**src/rtl/usb_inject_scheduler.sv**
```systemverilog
// Queues mouse move commands and slices them into per-frame HID reports,
// one request per USB frame, handshaked with the report mux.
module usb_inject_scheduler #(
  parameter int unsigned FIFO_DEPTH  = 4,
  parameter int unsigned STEP_MAX    = 127,
  parameter int unsigned ACK_TIMEOUT = 255
) (
  input  logic                        clk,
  input  logic                        rst_n,
  input  logic                        cmd_valid,
  output logic                        cmd_ready,
  input  logic [7:0]                  cmd_buttons,
  input  logic signed [15:0]          cmd_dx,
  input  logic signed [15:0]          cmd_dy,
  input  logic signed [7:0]           cmd_wheel,
  input  logic                        sof_tick,
  output logic [39:0]                 inject_mouse_report,
  output logic                        inject_mouse_valid,
  input  logic                        inject_mouse_ack,
  output logic                        busy,
  output logic [$clog2(FIFO_DEPTH):0] fifo_level,
  output logic [7:0]                  timeout_count
);

  localparam int unsigned PW = $clog2(FIFO_DEPTH);
  localparam int unsigned LW = PW + 1;
  localparam int unsigned TW = $clog2(ACK_TIMEOUT + 1);
  localparam logic signed [16:0] STEP_POS = 17'(STEP_MAX);
  localparam logic signed [16:0] STEP_NEG = -STEP_POS;

  typedef enum logic [2:0] {
    S_IDLE,
    S_LOAD,
    S_WAIT_SOF,
    S_REQ,
    S_ACK_WAIT
  } state_t;

  state_t state, state_next;

  logic [7:0]        q_buttons [FIFO_DEPTH];
  logic [15:0]       q_dx      [FIFO_DEPTH];
  logic [15:0]       q_dy      [FIFO_DEPTH];
  logic [7:0]        q_wheel   [FIFO_DEPTH];
  logic [PW-1:0]     wr_ptr, rd_ptr;
  logic [LW-1:0]     level_next;

  logic signed [16:0] res_dx, res_dy;
  logic signed [16:0] step_dx, step_dy;
  logic signed [16:0] rem_dx, rem_dy;
  logic [7:0]         cur_buttons, cur_wheel;
  logic               first_slice;
  logic [TW-1:0]      timer;

  logic push, pop, acked, timed_out;

  // 17-bit residuals keep -32768 representable as a positive magnitude
  function automatic logic signed [16:0] clamp_step(input logic signed [16:0] v);
    if (v > STEP_POS) return STEP_POS;
    if (v < STEP_NEG) return STEP_NEG;
    return v;
  endfunction

  assign push    = cmd_valid && cmd_ready;
  assign step_dx = clamp_step(res_dx);
  assign step_dy = clamp_step(res_dy);
  assign rem_dx  = res_dx - step_dx;
  assign rem_dy  = res_dy - step_dy;

  always_ff @(posedge clk or negedge rst_n) begin
    if (!rst_n) state <= S_IDLE;
    else        state <= state_next;
  end

  always_comb begin
    state_next = state;
    pop        = 1'b0;
    acked      = 1'b0;
    timed_out  = 1'b0;
    unique case (state)
      S_IDLE:     if (fifo_level != '0) state_next = S_LOAD;
      S_LOAD:     state_next = S_WAIT_SOF;
      S_WAIT_SOF: if (sof_tick) state_next = S_REQ;
      S_REQ:      state_next = S_ACK_WAIT;
      S_ACK_WAIT: begin
        if (inject_mouse_ack) begin
          acked = 1'b1;
          if (rem_dx == '0 && rem_dy == '0) begin
            pop        = 1'b1;
            state_next = S_IDLE;
          end else begin
            state_next = S_WAIT_SOF;
          end
        end else if (timer == TW'(ACK_TIMEOUT - 1)) begin
          timed_out  = 1'b1;
          state_next = S_WAIT_SOF;
        end
      end
      default:    state_next = S_IDLE;
    endcase
  end

  always_comb begin
    level_next = fifo_level;
    unique case ({push, pop})
      2'b10:   level_next = fifo_level + LW'(1);
      2'b01:   level_next = fifo_level - LW'(1);
      default: level_next = fifo_level;
    endcase
  end

  // Queue storage needs no reset; only entries below fifo_level are read
  always_ff @(posedge clk) begin
    if (push) begin
      q_buttons[wr_ptr] <= cmd_buttons;
      q_dx[wr_ptr]      <= cmd_dx;
      q_dy[wr_ptr]      <= cmd_dy;
      q_wheel[wr_ptr]   <= cmd_wheel;
    end
  end

  always_ff @(posedge clk or negedge rst_n) begin
    if (!rst_n) begin
      wr_ptr              <= '0;
      rd_ptr              <= '0;
      fifo_level          <= '0;
      cmd_ready           <= 1'b1;
      busy                <= 1'b0;
      res_dx              <= '0;
      res_dy              <= '0;
      cur_buttons         <= '0;
      cur_wheel           <= '0;
      first_slice         <= 1'b0;
      inject_mouse_report <= '0;
      inject_mouse_valid  <= 1'b0;
      timer               <= '0;
      timeout_count       <= '0;
    end else begin
      if (push) wr_ptr <= wr_ptr + PW'(1);
      if (pop)  rd_ptr <= rd_ptr + PW'(1);
      fifo_level         <= level_next;
      cmd_ready          <= (level_next != LW'(FIFO_DEPTH));
      busy               <= (state_next != S_IDLE) || (level_next != '0);
      inject_mouse_valid <= (state_next == S_ACK_WAIT);
      timer              <= (state == S_ACK_WAIT) ? timer + TW'(1) : '0;

      if (state == S_LOAD) begin
        res_dx      <= {q_dx[rd_ptr][15], q_dx[rd_ptr]};
        res_dy      <= {q_dy[rd_ptr][15], q_dy[rd_ptr]};
        cur_buttons <= q_buttons[rd_ptr];
        cur_wheel   <= q_wheel[rd_ptr];
        first_slice <= 1'b1;
      end

      if (state == S_REQ) begin
        inject_mouse_report <= {8'h00, (first_slice ? cur_wheel : 8'h00),
                                step_dy[7:0], step_dx[7:0], cur_buttons};
      end

      if (acked) begin
        res_dx      <= rem_dx;
        res_dy      <= rem_dy;
        first_slice <= 1'b0;
      end

      if (timed_out && timeout_count != 8'hFF) timeout_count <= timeout_count + 8'd1;
    end
  end

endmodule

```
**config.mk**
```make
export PLATFORM = sky130hd
export DESIGN_NAME = usb_inject_scheduler
export DESIGN_NICKNAME = d
export VERILOG_FILES = /design/src/rtl/usb_inject_scheduler.sv
export SDC_FILE = /design/constraint.sdc
export NUM_CORES = 1
export LEC_CHECK = 0
export CORE_MARGIN = 4
export CORE_UTILIZATION = 59
export DETAILED_ROUTE_END_ITERATION = 12
export PLACE_DENSITY = 0.8
export SETUP_SLACK_MARGIN = 0.5
export SYNTH_ARGS = -nofsm -noshare
export SYNTH_HDL_FRONTEND = slang
export SYNTH_SLANG_ARGS = --single-unit
```
**constraint.sdc**
```tcl
create_clock -name clk -period 6.9 [get_ports clk]
set_input_delay 1.38 -clock clk [delete_from_list [all_inputs] [get_ports clk]]
set_output_delay 1.38 -clock clk [all_outputs]
set_load 0.02 [all_outputs]
```
=== Word-level counts from Yosys, hierarchy flattened ===
Memories as Yosys holds them, arrays and structs flattened. A register that Yosys moved wholly into a read port is not among the register bits.
Cells that the tools add are included.

* Flip-flop bits (word level): 96
* Bits in writable memories: 192
* Input port bits: 53
* Output and inout bits: 54
* Memories kept: 4

* $add $sub $neg: 8
* Order comparisons: 4
* Equal/unequal tests: 10
* Multiplexer cells: 39
* Reductions and logical operators: 13

{| class="wikitable"
|+ Memory list
! name !! words !! bits a word !! rd ports !! clocked after memory_dff !! wr ports !! line !! RTL
|-
| q_dx || 4 || 16 || 1 || 0 || 1 || 42 || <nowiki>logic [15:0] q_dx [FIFO_DEPTH];</nowiki>
|-
| q_dy || 4 || 16 || 1 || 0 || 1 || 43 || <nowiki>logic [15:0] q_dy [FIFO_DEPTH];</nowiki>
|-
| q_buttons || 4 || 8 || 1 || 1 || 1 || 41 || <nowiki>logic [7:0] q_buttons [FIFO_DEPTH];</nowiki>
|-
| q_wheel || 4 || 8 || 1 || 1 || 1 || 44 || <nowiki>logic [7:0] q_wheel [FIFO_DEPTH];</nowiki>
|}

{| class="wikitable"
|+ Operator list
! operator !! count
|-
| two-way mux 17 bit || 12
|-
| greater-than comparator 17 x 8 -> 1 bit, second input constant || 2
|-
| logical NOT 17 bit || 2
|-
| < comparator 17 x 8 -> 1 bit, second input constant || 2
|-
| subtractor 17 bit || 2
|-
| two-way mux 1 bit || 18
|-
| adder 8 x 1 -> 8 bit, second input constant || 2
|-
| two-way mux 8 bit || 2
|-
| one-hot mux 3 bit (5 select lines) || 1
|-
| two-way mux 3 bit || 4
|-
| nonzero test 3 bit || 3
|-
| equality test 8 bit, second input constant || 1
|-
| inequality test 8 bit, second input constant || 1
|-
| equality test 3 x 2 -> 1 bit, second input constant || 2
|-
| equality test 3 bit, second input constant || 2
|-
| one-hot mux 3 bit (2 select lines) || 1
|-
| adder 2 x 1 -> 2 bit, second input constant || 2
|-
| adder 3 x 1 -> 3 bit, second input constant || 1
|-
| equality test 3 x 1 -> 1 bit, second input constant || 1
|-
| logical AND 1 bit || 3
|-
| logical NOT 3 bit || 1
|-
| inequality test 3 bit, second input constant || 1
|-
| subtractor 3 x 1 -> 3 bit, second input constant || 1
|-
| equality test 2 x 1 -> 1 bit, second input constant || 1
|-
| other kinds (5) || 6
|}

=== Depth between registers and ports, before layout ===
Gate-level depths: netlist of run 1.

* Depth in word-level cells: 15
* Mapped depth: 28
* Mapped depth without buffers: 26

=== Worst setup path after synthesis of run 1 ===
No wires, ideal clock.

* Kind: flip-flop to flip-flop
* Start point: register res_dy[5]
* End point: register busy
* Arrival: 5,737 ps
* Slack: 1,027 ps
* Cell stages (with the launch flop): 29
* Path buffers: 2
* Period minus slack after synthesis: 5,873 ps
* Cells stage by stage: dfrtp_1 > clkbuf_1 > or4_1 > nor4_1 > or4_1 > ha_1 > clkbuf_1 > inv_1 > nand3_1 > ha_1 > inv_1 > fa_1 > and3_1 > o21ai_0 > o221ai_2 > a31o_2 > a211o_1 > nor4_1 > nand4_1 > nor3_1 > nor4b_1 > ha_1 > inv_1 > fa_1 > xor2_1 > nor2_1 > xor2_1 > nor4_1 > o21ai_0

* Longest elaborated chain between the ends: 15

{| class="wikitable"
|+ RTL lines
! item !! line !! RTL
|-
| start: declaration || 48 || <nowiki>logic signed [16:0] res_dx, res_dy;</nowiki>
|-
| start signal: assignment || 149 || <nowiki>res_dy <= {q_dy[rd_ptr][15], q_dy[rd_ptr]};</nowiki>
|-
| start signal: assignment || 162 || <nowiki>res_dy <= rem_dy;</nowiki>
|-
| < comparator 17 x 8 -> 1 bit || 60 || <nowiki>if (v < STEP_NEG) return STEP_NEG;</nowiki>
|-
| two-way mux 1 bit (2 in series) || 60 ||
|-
| two-way mux 17 bit || 61 || <nowiki>return v;</nowiki>
|-
| two-way mux 17 bit * || 60 ||
|-
| net step_dy[0] || 49 || <nowiki>logic signed [16:0] step_dx, step_dy;</nowiki>
|-
| subtractor 17 bit * || 68 || <nowiki>assign rem_dy = res_dy - step_dy;</nowiki>
|-
| logical NOT 17 bit * || 88 || <nowiki>if (rem_dx == '0 && rem_dy == '0) begin</nowiki>
|-
| logical AND 1 bit * || 88 ||
|-
| two-way mux 1 bit * || 88 ||
|-
| two-way mux 1 bit * || 86 || <nowiki>if (inject_mouse_ack) begin</nowiki>
|-
| two-way mux 1 bit * || 80 || <nowiki>unique case (state)</nowiki>
|-
| net pop || 55 || <nowiki>logic push, pop, acked, timed_out;</nowiki>
|-
| equality test 2 x 1 -> 1 bit or equality test 2 bit (tied branches) || 105 || <nowiki>unique case ({push, pop})</nowiki>
|-
| one-hot mux 3 bit (2 select lines) * || 105 ||
|-
| net level_next[2] || 46 || <nowiki>logic [LW-1:0] level_next;</nowiki>
|-
| nonzero test 3 bit * || 143 || <nowiki>busy <= (state_next != S_IDLE) || (level_next != '0);</nowiki>
|-
| logical OR 1 bit * || 143 ||
|-
| end signal: assignment || 143 ||
|-
| end: declaration || 20 || <nowiki>output logic busy,</nowiki>
|}

The timed path passes the listed nets; every way through them passes the cells marked *. The select of a mux whose other input is x is not followed.
A chain may end at the register's enable or synchronous reset.

=== Worst setup path in the final report of run 1 ===
Ends and elaborated chain as after synthesis.

==> flow_metrics.env, run 1 <==
export IMPL_status="finished clean"
export IMPL_crit_path_end="busy$_DFF_PN0_"
export IMPL_clock_sink_count=304
export IMPL_required_ps=7330
export IMPL_diodes=0
export IMPL_fin_crit_ps=6150
export IMPL_die_w_um=163
export IMPL_dominantRegCellSynth="edfxtp_1"
export IMPL_synthArstFlopShare_pct=36.8
export IMPL_synth_area_leaders="edfxtp_1 41%, dfrtp_1 20%, mux4_2 7.7%, ha_1 3.4%, o21ai_0 2.8%"
export IMPL_worstSetupPathType="register to register"
export IMPL_slew_headroom_pct=31.4
export IMPL_p_comb_share_pct=46.7
export IMPL_worst_slack_ps=747
export IMPL_pre_cts_slack_ps=233
export IMPL_synth_top_area_share_pct=40.9
export IMPL_p_clk_share_pct=20.0
export IMPL_tightest_slew_ps=1010
export IMPL_hold_buffers=0
export IMPL_period_share_pct=89.2
export IMPL_p_per_area_nw_per_um2=510
export IMPL_core_rowCount=56
export IMPL_ys_types=76
export IMPL_place_hpwl_um=21200
export IMPL_overflow=0
export IMPL_setup_viol=0
export IMPL_tns_ps=0
export IMPL_hold_path_depth=2
export IMPL_cp_max_fo=9
export IMPL_synth_cells=1030
export IMPL_ff2ff_setup_slack_ps=750
export IMPL_drc_errors=0
export IMPL_worst_setup_path_start_kind="register"
export IMPL_ys_seq_elements=304
export IMPL_seq_power_share_pct=33.2
export IMPL_die_area_um2=26500
export IMPL_portBuffers=98
export IMPL_num_io_pins=107
export IMPL_clockBufferDepth=3
export IMPL_cts_buffers=30
export IMPL_rsz0062_at_grt="false"
export IMPL_cap_violations=0
export IMPL_vias=9238
export IMPL_final_nets=1219
export IMPL_clkLatencyLatePin_ps=570
export IMPL_avgRoutedWirePerCell_um=22.1
export IMPL_multiInputGateArea_um2=5310
export IMPL_drt_met1_wl_um=13200
export IMPL_syn_cell_area_um2=14100
export IMPL_wl_met2_um=16100
export IMPL_power_leakage_nw=6.07
export IMPL_met3_length_um=2100
export IMPL_htreeDepth=1
export IMPL_clk_transition_reported_paths_ps=70
export IMPL_drv_slew=0
export IMPL_drt_iter0_markers=804
export IMPL_yosysTopAreaCell="edfxtp_1"
export IMPL_p_int_mw=5.02
export IMPL_cts_root_buf="clkbuf_16"
export IMPL_layout_area_seq_um2=8580
export IMPL_cts_tree="done"
export IMPL_grt_pass1_vias=9229
export IMPL_end_kind="register"
export IMPL_vdd_drop_max_mv=0.292
export IMPL_hold_path_class="register to register"
export IMPL_initial_core_util_pct=60.1
export IMPL_avgSynthCellArea_um2=13.7
export IMPL_vias_per_cell=6.29
export IMPL_die_y_um=163
export IMPL_skew_ps=19.4
export IMPL_ys_seq_area_share_pct=60.7
export IMPL_syn_to_final_growth_pct=17.2
export IMPL_crit_path_start="res_dy[5]$_DFFE_PN0P_"
export IMPL_switching_share_pct=40.5
export IMPL_drt_total_wl_um=32400
export IMPL_top_layer_used="met4"
export IMPL_fmax_ghz=0.163
export IMPL_hold_viol=0
export IMPL_cp_arrival_ps=6580
export IMPL_dr_pass1_iters=5
export IMPL_r2r_start="res_dy[5]$_DFFE_PN0P_"
export IMPL_grt_max_degree=59
export IMPL_r2r_cells=25
export IMPL_reg2reg_to="busy$_DFF_PN0_"
export IMPL_drive_above_1_share_pct=16.9
export IMPL_antenna_left=0
export IMPL_synth_edff_count=192
export IMPL_gp_congestion=0.916
export IMPL_ys_warn_count=0
export IMPL_coreArea_um2=23500
export IMPL_fill_cells=1572
export IMPL_track_usage_pct=24.7
export IMPL_grt_pass1_wl_um=51400
export IMPL_antenna_found_initial=0
export IMPL_switching_power_mw=3.42
## metal layers
metal,vias up,GRT usage (%)
met5,-,0
met4,0,7.43
met3,72,3.42
met2,342,41.3
met1,4664,34.4
li1,4160,-
## synthesized netlist by cell type (all sizes together) (23+ instances only)
library cell,n
a21oi,43
a22oi,26
clkbuf,41
dfrtp,111
edfxtp,192
ha,38
inv,23
mux2,30
mux4,48
nand2,85
nor2,40
o21ai,79
## registers in the layout (all words and copies together) (netlist names)
name                 cells
wr_ptr                   2
inject_mouse_report     32
state                    3
cur_wheel                8
cur_buttons              8
fifo_level               3
res_dy                  17
rd_ptr                   2
q_dy                    64
timer                    8
q_buttons               32
q_dx                    64
inject_mouse_valid       1
cmd_ready                1
q_wheel                 32
first_slice              1
busy                     1
timeout_count            8
res_dx                  17
## timing repair
| item | CTS | global route |
|---|---|---|
| buffers inserted | 0 | 3 |
| setup endpoints to repair | 2 | 4 |
| gates resized for setup | 3 | 17 |
| pin swaps | 0 | 5 |
## final cells by class
cell class,instances,share of cell area [%]
clock buffer,31,4.62
tap,319,2.41
inverter,23,0.522
timing repair buffer,116,6.73
multi-input combinational,650,32.1
clock inverter,25,1.73
sequential,304,51.9
## stage by stage
step | instance area (um2) | hold WS (ps) | power (mW) | cells | util (%)
floorplan | 14100 | 455 | 5.37 | 1037 | -
global placement | 15400 | 465 | 6.50 | 1409 | 65.5
detailed placement | 15400 | 470 | 6.59 | 1409 | 65.5
CTS | 16500 | 488 | 8.33 | 1465 | 70.1
global route | 16500 | 515 | 8.93 | 1468 | 70.5
finish | 16500 | 481 | 8.44 | 1468 | 70.5
## power groups by stage
stage / Sequential, mW / Clock [mW] / Combinational [mW]
finish: 2.81 / 1.69 / 3.94
CTS: 2.80 / 1.71 / 3.81
global placement: 2.80 / 0 / 3.70
detailed placement: 2.83 / 0 / 3.77
floorplan: 2.83 / 0 / 2.54
global route: 2.85 / 1.80 / 4.28
## how the worst min path moves through the flow
stage	slack, ps	startpoint	endpoint
after floorplan	450	timer[0]$_DFF_PN0_	timer[0]$_DFF_PN0_
after global placement	470	inject_mouse_report[27]$_DFFE_PN0P_	inject_mouse_report[27]$_DFFE_PN0P_
after detailed placement	470	inject_mouse_report[27]$_DFFE_PN0P_	inject_mouse_report[27]$_DFFE_PN0P_
after CTS	490	inject_mouse_report[12]$_DFFE_PN0P_	inject_mouse_report[12]$_DFFE_PN0P_
after global routing	520	inject_mouse_report[12]$_DFFE_PN0P_	inject_mouse_report[12]$_DFFE_PN0P_
final	480	inject_mouse_report[12]$_DFFE_PN0P_	inject_mouse_report[12]$_DFFE_PN0P_
## layout by cell type (no fill, tap or decap), types with 11 or more instances in the layout
cell             synthesis  routed
mux4_2                  48      48
a22oi_1                 26      26
xnor2_1                 22      21
buf_4                    9      19
nor3_1                  14      14
clkbuf_16                0      30
clkdlybuf4s50_1          0      97
nand4_1                 15      15
o21ai_0                 79      78
edfxtp_1               192     192
xor2_1                  14      14
clkinv_2                 0      11
ha_1                    38      35
mux2_2                  30      30
nor2_1                  40      39
and3_1                  16      12
a21oi_1                 43      43
a21o_1                  12      12
nor4_1                  11      11
inv_1                   23      22
dfrtp_1                111     105
nand3_1                 20      20
nand2_1                 85      85
## cell families (layout without fill, tap and decap cells)
logic type	Yosys count	in the layout	synth area share (%)
DFF	304	304	60.7
AOI/OAI and AO/OA	239	239	11.5
adders and majority gates	41	41	3.79
other	1	8	0.0266
buffers and inverters	83	195	2.47
muxes	80	80	10.2
and+or+nand+nor	246	246	9.06
xor gates and xnor gates	36	36	2.23
## worst max-delay path, cell delays in order (launching register included)
cell and delay, ps:
dfrtp_2 470, or4_1 520, nor4_1 170, or4_1 200
ha_4 220, inv_1 180, nand3_1 140, ha_1 220
inv_1 80, fa_1 440, nor4bb_1 320, nand4_1 180
a2111oi_2 320, o2111ai_1 200, nor4_1 210, nand4_1 130
nor3_1 250, nor4b_4 320, ha_2 260, inv_1 50
fa_1 370, xor2_1 150, nor2_1 110, xor2_1 110
nor4_1 270, o21ai_0 120
No activity file was read; power rests on OpenSTA's default activity.
==> inputs of run 2 (changes only) <==
--- a/config.mk
+++ b/config.mk
@@ -5,6 +5,7 @@
 export SDC_FILE = /design/constraint.sdc
 export NUM_CORES = 1
 export LEC_CHECK = 0
+export ABC_CLOCK_PERIOD_IN_PS = 6900
 export CORE_MARGIN = 4
 export CORE_UTILIZATION = 59
 export DETAILED_ROUTE_END_ITERATION = 12
==> results of run 2 <==
Final layout, timing and power as in run 1 (identical DEF).
==> inputs of run 3 (changes only) <==
--- a/config.mk
+++ b/config.mk
@@ -5,7 +5,6 @@
 export SDC_FILE = /design/constraint.sdc
 export NUM_CORES = 1
 export LEC_CHECK = 0
-export ABC_CLOCK_PERIOD_IN_PS = 6900
 export CORE_MARGIN = 4
 export CORE_UTILIZATION = 59
 export DETAILED_ROUTE_END_ITERATION = 12
==> results of run 3 <==
Final layout, timing and power as in run 1 (identical DEF).
